==> config.mk <==
export PLATFORM = sky130hd
export DESIGN_NAME = prng_seed_collector
export DESIGN_NICKNAME = d
export VERILOG_FILES = /design/src/rtl/prng_seed_collector.sv
export SDC_FILE = /design/constraint.sdc
export NUM_CORES = 1
export LEC_CHECK = 0
export BUFFER_PORTS_ARGS = -buffer_cell sky130_fd_sc_hd__buf_2
export CAP_MARGIN = 20
export CORE_AREA = 5 5 237 239
export CTS_CLUSTER_SIZE = 24
export DETAILED_ROUTE_END_ITERATION = 16
export DIE_AREA = 0 0 242 244
export SYNTH_ARGS = -nofsm -noshare
export SYNTH_HDL_FRONTEND = slang
export SYNTH_SLANG_ARGS = --single-unit
==> constraint.sdc <==
create_clock -name rng_clk -period 3.46 [get_ports rng_clk]
set_clock_uncertainty 0.05 [all_clocks]
set_input_delay 0.519 -clock rng_clk [delete_from_list [all_inputs] [get_ports rng_clk]]
set_output_delay 0.519 -clock rng_clk [all_outputs]
set_load 0.03 [all_outputs]
==> src/rtl/prng_seed_collector.sv <==
// prng_seed_collector: PRNG-side consumer of the TRNG entropy holding register.
// On a reseed request it gathers SEED_BLOCKS EHR words, acknowledging each with
// a one-cycle read pulse, then offers the concatenated seed on valid/ready.
// Health errors or a per-block wait timeout abort the collection; the seed
// buffer is zeroized after hand-off or abort.
module prng_seed_collector #(
    parameter int EHR_WIDTH   = 192,
    parameter int SEED_BLOCKS = 2,
    parameter int TIMEOUT_W   = 16
) (
    input  logic                             rng_clk,
    input  logic                             rst,
    input  logic                             seed_req,
    input  logic                             trng_prng_ehr_valid,
    input  logic [EHR_WIDTH-1:0]             trng_prng_ehr_data,
    input  logic                             trng_err,
    input  logic [TIMEOUT_W-1:0]             timeout_val,
    output logic                             prng_trng_ehr_rd,
    output logic                             prng_busy,
    output logic                             seed_valid,
    input  logic                             seed_ready,
    output logic [EHR_WIDTH*SEED_BLOCKS-1:0] seed_data,
    output logic                             seed_err,
    output logic [7:0]                       blocks_cnt
);

    localparam logic [7:0]           LAST_CNT = 8'(SEED_BLOCKS);
    localparam logic [TIMEOUT_W-1:0] TMO_ONE  = TIMEOUT_W'(1);

    typedef enum logic [2:0] {
        IDLE,
        WAIT_EHR,
        READ,
        GAP,
        OFFER,
        ERR
    } state_t;

    state_t               state;
    logic [TIMEOUT_W-1:0] tmo_cnt;
    logic                 tmo_hit;

    // Timeout fires on the last permitted wait cycle; a zero limit disables it
    always_comb begin
        tmo_hit = (timeout_val != '0) && (tmo_cnt == (timeout_val - TMO_ONE));
    end

    // Collection FSM; every output is registered and updated with the state
    always_ff @(posedge rng_clk) begin
        if (rst) begin
            state            <= IDLE;
            tmo_cnt          <= '0;
            prng_trng_ehr_rd <= 1'b0;
            prng_busy        <= 1'b0;
            seed_valid       <= 1'b0;
            seed_data        <= '0;
            seed_err         <= 1'b0;
            blocks_cnt       <= '0;
        end else begin
            prng_trng_ehr_rd <= 1'b0;
            unique case (state)
                IDLE: begin
                    if (seed_req) begin
                        seed_err   <= 1'b0;
                        blocks_cnt <= '0;
                        tmo_cnt    <= '0;
                        prng_busy  <= 1'b1;
                        state      <= WAIT_EHR;
                    end
                end

                WAIT_EHR: begin
                    if (tmo_cnt != '1) begin
                        tmo_cnt <= tmo_cnt + TMO_ONE;
                    end
                    if (trng_err) begin
                        state <= ERR;
                    end else if (tmo_hit && !trng_prng_ehr_valid) begin
                        state <= ERR;
                    end else if (trng_prng_ehr_valid) begin
                        // Slot select by compare keeps the write index in range
                        for (int unsigned k = 0; k < SEED_BLOCKS; k++) begin
                            if (blocks_cnt == 8'(k)) begin
                                seed_data[k*EHR_WIDTH +: EHR_WIDTH] <= trng_prng_ehr_data;
                            end
                        end
                        blocks_cnt       <= blocks_cnt + 8'd1;
                        prng_trng_ehr_rd <= 1'b1;
                        state            <= READ;
                    end
                end

                READ: begin
                    if (blocks_cnt == LAST_CNT) begin
                        seed_valid <= 1'b1;
                        state      <= OFFER;
                    end else begin
                        state <= GAP;
                    end
                end

                GAP: begin
                    if (trng_err) begin
                        state <= ERR;
                    end else if (!trng_prng_ehr_valid) begin
                        tmo_cnt <= '0;
                        state   <= WAIT_EHR;
                    end
                end

                OFFER: begin
                    if (seed_valid && seed_ready) begin
                        seed_valid <= 1'b0;
                        seed_data  <= '0;
                        blocks_cnt <= '0;
                        prng_busy  <= 1'b0;
                        state      <= IDLE;
                    end
                end

                ERR: begin
                    seed_data  <= '0;
                    blocks_cnt <= '0;
                    seed_err   <= 1'b1;
                    prng_busy  <= 1'b0;
                    state      <= IDLE;
                end

                default: begin
                    state <= IDLE;
                end
            endcase
        end
    end

endmodule

; Word-level counts from Yosys, hierarchy flattened
; Cells that the tools add are included.
[word_totals]
register_bits = 415
input_bits = 214
output_inout_bits = 396
[classes]
addsub = 3
n_eq_ne = 22
n_mux = 35
n_bitwise = 1
n_reduce_logical = 22
[ops]
columns = cell, n
row1 = 384-bit 2-to-1 mux, 4
row2 = 384-bit case mux with 3 select lines, 1
row3 = 192-bit 2-to-1 mux, 2
row4 = 16-bit 2-to-1 mux, 4
row5 = 16-bit case mux with 3 select lines, 1
row6 = 8-bit 2-to-1 mux, 5
row7 = 8-bit case mux with 4 select lines, 1
row8 = 3-bit 2-to-1 mux, 8
row9 = "2-bit != test, second input constant", 11
row10 = 6-bit AND reduction, 3
row11 = "16-bit by 1-bit adder with 16-bit output, second input constant", 1
row12 = 16-bit == test, 1
row13 = "16-bit != test, second input constant", 1
row14 = 16-bit nonzero test, 1
row15 = "16-bit by 1-bit subtractor with 16-bit output, second input constant", 1
row16 = 3-bit case mux with 5 select lines, 1
row17 = 3-bit nonzero test, 3
row18 = "8-bit by 1-bit adder with 8-bit output, second input constant", 1
row19 = "8-bit by 1-bit == test with 1-bit output, second input constant", 1
row20 = "8-bit by 2-bit == test with 1-bit output, second input constant", 1
row21 = 8-bit zero test, 1
row22 = "3-bit by 2-bit == test with 1-bit output, second input constant", 2
row23 = "3-bit == test, second input constant", 2
row24 = 3-bit AND reduction, 2
row25 = 16 further kinds, 24

; Longest topological paths before layout
; Gate-level depths: netlist of run 1.
[depth]
word_depth = 7
mapped_depth = 11
mapped_depth_nobuf = 9

; Least setup slack after synthesis of run 1
; No wires, ideal clock.
[synth_timing]
path_type = in2reg
from = input timeout_val[0]
to = register seed_data[135]
setup_ns = 0.072
arrival_ns = 2.906
t_required_ns = 3.338
slack_ns = 0.432
stages = 11
path_buffers = 2
path_cell_list = inv_1 -> ha_1 -> or3b_1 -> nor3_1 -> o311ai_1 -> a21oi_2 -> nor4_4 -> a2111oi_4 -> buf_12 -> buf_8 -> mux2i_1
[synth_between]
elab_chain_cells = 6
[synth_rtl]
columns = element, line
row1 = start: declaration, 17  ; input logic [TIMEOUT_W-1:0] timeout_val,
row2 = 16-bit by 1-bit subtractor with 16-bit output, 45  ; tmo_hit = (timeout_val != '0) && (tmo_cnt == (timeout_val - TMO_ONE));
row3 = 16-bit == test, 45
row4 = 1-bit logical AND (*), 45
row5 = 1-bit logical AND (*), 78  ; end else if (tmo_hit && !trng_prng_ehr_valid) begin
row6 = 2-bit != test (no source line) (*), -
row7 = 6-bit AND reduction (no source line) (*), -
row8 = end signal: indexed assignment, 84  ; seed_data[k*EHR_WIDTH +: EHR_WIDTH] <= trng_prng_ehr_data;
row9 = end: declaration, 22  ; output logic [EHR_WIDTH*SEED_BLOCKS-1:0] seed_data,
; Mark *: on every way between the ends. The rest lies on a longest branch, timed or not.
; A chain may end at the register's enable or synchronous reset.

; Worst setup path after layout of run 1
[layout_timing]
from = input timeout_val[0]
to = register seed_data[137]
; Same word-level chain as after synthesis.

==> results of run 1 <==
## cells by family (layout without fill, tap and decap cells)
kind of cell,count (synthesis),in the layout,share of synthesized area [%]
XOR/XNOR,37,37,1.93
buffers and inverters,122,746,5.50
multiplexers,386,386,23.1
AO/OA/AOI/OAI,46,46,2.16
AND/OR/NAND/NOR,709,709,17.2
flip-flops,415,415,49.6
adder cells (fa/ha/maj),7,7,0.523
other,0,6,0
## metal layers
metal	up-vias	track usage (%)
li1	6899	-
met4	6	5.81
met1	6698	20.4
met2	520	31.0
met5	-	0
met3	92	6.72
## how the worst max path moves through the flow
stage                           endpoint  slack, ns  depth (start not counted)
after floorplan           seed_data[135]       0.43                         11
after global placement     seed_data[98]       0.04                         12
after detailed placement  seed_data[282]      -0.09                         12
after CTS                 seed_data[109]       0.51                         12
after global routing      seed_data[109]       0.28                         12
final                     seed_data[137]       0.46                         12
## tightest hold or removal path, cell delays in order
cell and delay, ns:
buf_2 0.09, nand2_1 0.07, mux2i_1 0.06
## per-stage QoR
stage               utilization (%)  TNS [ns]  setup WS (ns)  hold slack [ns]  power (mW)
floorplan                         -         0          0.432            0.463        5.71
global placement               38.0         0         0.0355            0.389        6.09
detailed placement             38.0     -6.90        -0.0903            0.394        6.11
CTS                            40.8         0          0.505            0.125        11.1
global route                   40.8         0          0.280            0.152        11.3
finish                         40.8         0          0.459            0.176        10.9
## area by class of cell
cell class | instances | area share [%]
sequential | 415 | 37.9
multi-input combinational | 1185 | 34.5
timing repair buffer | 658 | 16.5
clock buffer | 62 | 5.90
tap | 696 | 3.98
clock inverter | 18 | 1.03
inverter | 8 | 0.137
antenna | 6 | 0.0686
## sequential cells by signal, summed over array words and instances, names as in the netlist
| name | flops |
|---|---|
| tmo_cnt | 16 |
| seed_valid | 1 |
| prng_trng_ehr_rd | 1 |
| seed_data | 384 |
| blocks_cnt | 8 |
| prng_busy | 1 |
| seed_err | 1 |
| state | 3 |
## where the power goes
group          internal [mW]  switching [mW]
sequential              4.87          0.0579
clock                   2.92            1.98
combinational          0.349           0.725
## cell usage in the layout, fill, tap and decap left out, types with 6 or more instances in the layout
cell type and count:
a21oi_1 10, and3_1 8, buf_12 15, buf_2 609, buf_4 34, clkbuf_1 9, clkbuf_16 47, clkbuf_8 6
clkinv_2 8, dfxtp_1 415, diode_2 6, ha_1 7, inv_1 6, mux2i_1 385, nand2_1 590, nand2b_1 6
nand3_1 13, nand4_1 10, nor2_1 39, nor3_1 9, nor4_1 8, xnor2_1 14, xor2_1 23
==> metrics.txt, run 1 <==
status=complete, no violations; Placement Cell Area=20400 um2; ys async rst share=0%; Avg Inst Size Synth=9.73 um2; clk slew on worst S/H paths=0.06 ns; CTS tree=yes; number of enable flip-flop cells after synthesis=0; cell area after synthesis=16800 um2; Net Count, Synth=1943; Hold Startpoint=trng_prng_ehr_data[79]; Total Routing Usage GR=17.8%; number of cells after detailed placement=2962; post-route ant nets=0; vias in the first global route=14800; Seq/Total Area, Yosys=49.6%; CP Max Fanout=16; Synth top area share=49.6%; area of the multi-input gates=7550 um2; Sequential Area=8310 um2; Slew HR=35.6%; peak supply drop=0.337 mV; first-pass GRT wire length=85600 um; post-cts resize count=0; Largest stage delay, worst path=0.57 ns; Hold Path End=seed_data[271]; WL met3=4940 um; CTS sink cnt=415; Layout Nets=2535; RSZ-0062 raised after global routing=false; largest cells by area after synthesis=dfxtp_1, mux2i_1, nand2_1; DP HPWL=42700 um; Most used DFF post-synth=dfxtp_1; top cells by count, synth=nand2_1, dfxtp_1, mux2i_1; uppermost layer routed=met5; CTS buffer count=46; most used cell, CP=buf_4; count of final hold-check violations=0; pin slew with the least headroom to its limit=0.964 ns; drc violations=0; Setup crit start=timeout_val[0]; reg2reg path depth=6; crit path DAT=3.43 ns; flop2flop setup slack=0.79 ns; die extent in y=244 um; initial antenna violation count=12; synth unique cells=59; cell breakdown of the critical path=buf_2 -> inv_1 -> ha_1 -> nor3b_1 -> nand4_1 -> xnor2_1 -> o21ai_0 -> nor4_4 -> a2111oi_4 -> buf_4 -> buf_4 -> mux2i_1; Startpoint Class=input port; Setup crit end kind=flip-flop; final setup fails=0; largest net degree at the start of global routing=173; area leader, netlist=dfxtp_1; H-tree depth=2; DRT Pass-1 Iters=4; synthesized flop and latch total=415; # IOs=610; Initial Util=31.3%; worst hold stages=3; most common cell in the synthesized netlist=nand2_1; FF-to-FF Start=state[2]; GPL Wtd Cong=0.846; Port Buf Inserts=609; crit path kind=in -> reg; r2r endpoint=seed_data[137]; gr ovfl total=0; hold buffers post-CTS=0; Layout area overhead=30.7%; wire length on met1=22200 um; Leakage=9.44 nW; Max Root-Sink Buffers=3; Non-Filler Instances=3048; fillers=5351; Slowest-stage cell, CP=nor3b_1; minimum clock period=3.00 ns; yosys warns=0; worst skew pair latency=0.56 ns; Worst Hold Class=in -> reg; share of cells above drive strength 1=31.6%; top achievable clock speed=333 MHz; DR vias=14200; metal2 WL=27300 um; die width=242 um; max-cap violation count=0; Final Max Tran Viols=0; WP buf/inv=4; WL final=56100 um; Setup Fix Bufs, Post-CTS=0; DIE AREA=59000 um2; Initial DRC Count=498; drt wl/cell=18.4 um; power per cell area=498 nW/um2; root buf cell=clkbuf_16; # rows=85; Mapped Cells=1722; WP data required=3.89 ns; Tcrit/Tclk final=86.7%; post-route cell area=21900 um2; drt via density=4.66; Core ar.=53600 um2; CP top delay family=simple AND/OR/NAND/NOR gates
(Power assumes the default switching activity.)
==> run 2, diff against run 1 <==
- CORE_AREA: 5 5 237 239 -> 5 5 232 234
- DIE_AREA: 0 0 242 244 -> 0 0 237 239
==> metrics.txt, run 2 (same netlist as run 1, synthesis figures left out) <==
drt via density=4.71 (was 4.66); Reg with most FFs=seed_data (unchanged); status=complete, no violations (unchanged); crit path kind=in -> reg (unchanged); Sequential Power Share=45.2% (about the same); die extent in y=239 um (was 244 um); gr ovfl total=0 (unchanged); crit path DAT=3.45 ns (was 3.43 ns); total power draw=10.9 mW (about the same); Port Buf Inserts=609 (unchanged); top achievable clock speed=330 MHz (was 333 MHz); CP Max Fanout=16 (unchanged); Core ar.=51800 um2 (was 53600 um2); minimum clock period=3.03 ns (was 3.00 ns); Largest regs=seed_data: 384 flops, tmo_cnt: 16 flops, blocks_cnt: 8 flops (unchanged); H-tree depth=2 (unchanged); DIE AREA=56600 um2 (was 59000 um2); RSZ-0062 raised after global routing=false (unchanged); Psw=2.73 mW (was 2.76 mW); Max Root-Sink Buffers=3 (unchanged); peak supply drop=0.404 mV (was 0.337 mV); Initial DRC Count=535 (was 498); root buf cell=clkbuf_16 (unchanged); clk slew on worst S/H paths=0.06 ns (about the same); pin slew with the least headroom to its limit=0.951 ns (was 0.964 ns); most used cell, CP=buf_4 (unchanged); power per cell area=497 nW/um2 (was 498 nW/um2); Worst Hold Class=in -> reg (unchanged); WHS=0.178 ns (was 0.176 ns); max-cap violation count=0 (unchanged); WL final=55900 um (was 56100 um); most frequent cells in the layout=buf_2, nand2_1, dfxtp_1, mux2i_1, clkbuf_16 (unchanged); Slew HR=36.4% (was 35.6%); drt wl/cell=18.4 um (about the same); Largest register FFs=384 (unchanged); DRT Pass-1 Iters=7 (was 4); Slowest-stage cell, CP=nor3b_1 (unchanged); CTS tree=yes (unchanged); Clock power frac=44.8% (was 45.0%); drc violations=0 (unchanged); largest net degree at the start of global routing=110 (was 173); Layout area overhead=30.7% (about the same); final setup fails=0 (unchanged); die width=237 um (was 242 um); Non-Filler Instances=3039 (was 3048); CTS sink cnt=415 (unchanged); post-cts resize count=0 (unchanged); GPL Wtd Cong=0.869 (was 0.846); vias in the first global route=14500 (was 14800); Tcrit/Tclk final=87.5% (was 86.7%); cell breakdown of the critical path=buf_2 -> inv_1 -> ha_1 -> nor3b_1 -> nand4_1 -> xnor2_1 -> o21ai_0 -> nor4_4 -> a2111oi_4 -> buf_4 -> buf_4 -> mux2i_1 (unchanged); Setup Fix Bufs, Post-CTS=0 (unchanged); number of cells after detailed placement=2953 (was 2962); WP data required=3.88 ns (was 3.89 ns); CTS buffer count=46 (unchanged); post-route ant nets=0 (unchanged); Final Max Tran Viols=0 (unchanged); first-pass GRT wire length=83600 um (was 85600 um); Setup crit end kind=flip-flop (unchanged); worst skew pair latency=0.55 ns (was 0.56 ns); Layout Nets=2534 (was 2535); Startpoint Class=input port (unchanged); Largest stage delay, worst path=0.57 ns (about the same); Total Routing Usage GR=18.4% (was 17.8%); count of final hold-check violations=0 (unchanged); most common cell after layout, fill and taps aside=buf_2 (unchanged); fillers=5105 (was 5351); DR vias=14300 (was 14200); DP HPWL=42200 um (was 42700 um); hold buffers post-CTS=0 (unchanged); share of cells above drive strength 1=31.4% (was 31.6%); Initial Util=32.3% (was 31.3%); # rows=84 (was 85); # IOs=610 (unchanged); Leakage=9.44 nW (about the same); combinational share of power=10.0% (was 9.9%); Power Internal=8.15 mW (was 8.14 mW); sw frac=25.1% (was 25.3%); initial antenna violation count=7 (was 12)
==> run 2: cell count changes in the layout (fill, tap and decap cells not counted), moves of 3 or more <==
cell      previous run  this run
clkinv_2             8         2
clkbuf_1             9        16
diode_2              6         3
buf_4               34        31
clkbuf_8             6        13
==> run 2: power groups by stage <==
stage / logic (mW) / registers [mW] / clock network (mW)
after floorplan: 0.535 / 5.18 / 0
after global placement: 1.08 / 5.02 / 0
after detailed placement: 1.09 / 5.02 / 0
after CTS: 1.10 / 4.92 / 5.02
after global routing: 1.17 / 4.93 / 5.20
final: 1.09 / 4.92 / 4.88
==> run 2: metrics by stage <==
| stage | utilization (%) | cell area, um2 | setup WS [ns] | setup TNS, ns |
|---|---|---|---|---|
| 6_report | 42.2 | 21900 | 0.434 | 0 |
| 4_1_cts | 42.2 | 21900 | 0.538 | 0 |
| 3_5_place_dp | 39.3 | 20400 | -0.0596 | -0.996 |
| 2_1_floorplan | - | 16800 | 0.432 | 0 |
| 5_1_grt | 42.2 | 21900 | 0.257 | 0 |
| 3_3_place_gp | 39.3 | 20400 | 0.00698 | 0 |
==> run 2: worst max-delay path, delay by kind of cell <==
family                   cells  cell delay, ns
adder cells (fa/ha/maj)      1            0.20
multiplexers                 1            0.22
AND/OR/NAND/NOR              3            0.86
AO/OA/AOI/OAI                2            0.58
buffers and inverters        4            0.85
XOR/XNOR                     1            0.20
==> run 2: path summary, 6_finish.rpt <==
check	cells past startpoint	from	to	slack, ns
hold / removal	3	trng_prng_ehr_data[96]	seed_data[96]	0.18
setup / recovery	12	timeout_val[0]	seed_data[92]	0.43
hold reg to reg	2	seed_data[119]	seed_data[119]	0.40
setup reg to reg	6	state[2]	seed_data[92]	0.74
==> run 2: per-layer routing <==
metal / GRT usage (%) / wire length, um
met4: 6.59 / 1920
met3: 6.90 / 5350
met1: 21.5 / 22000
met2: 31.1 / 26600
met5: 0 / 55
==> run 2: final cells by class <==
cell class                      count  area, um2  area share, %
Sequential cell                   415       8310           38.0
Multi-Input combinational cell   1185       7550           34.5
Timing Repair Buffer              657       3620           16.5
Inverter                            8       30.0          0.137
Clock buffer                       76       1420           6.47
Tap cell                          688        861           3.93
Clock inverter                      7       95.1          0.434
Antenna cell                        3       7.51         0.0343
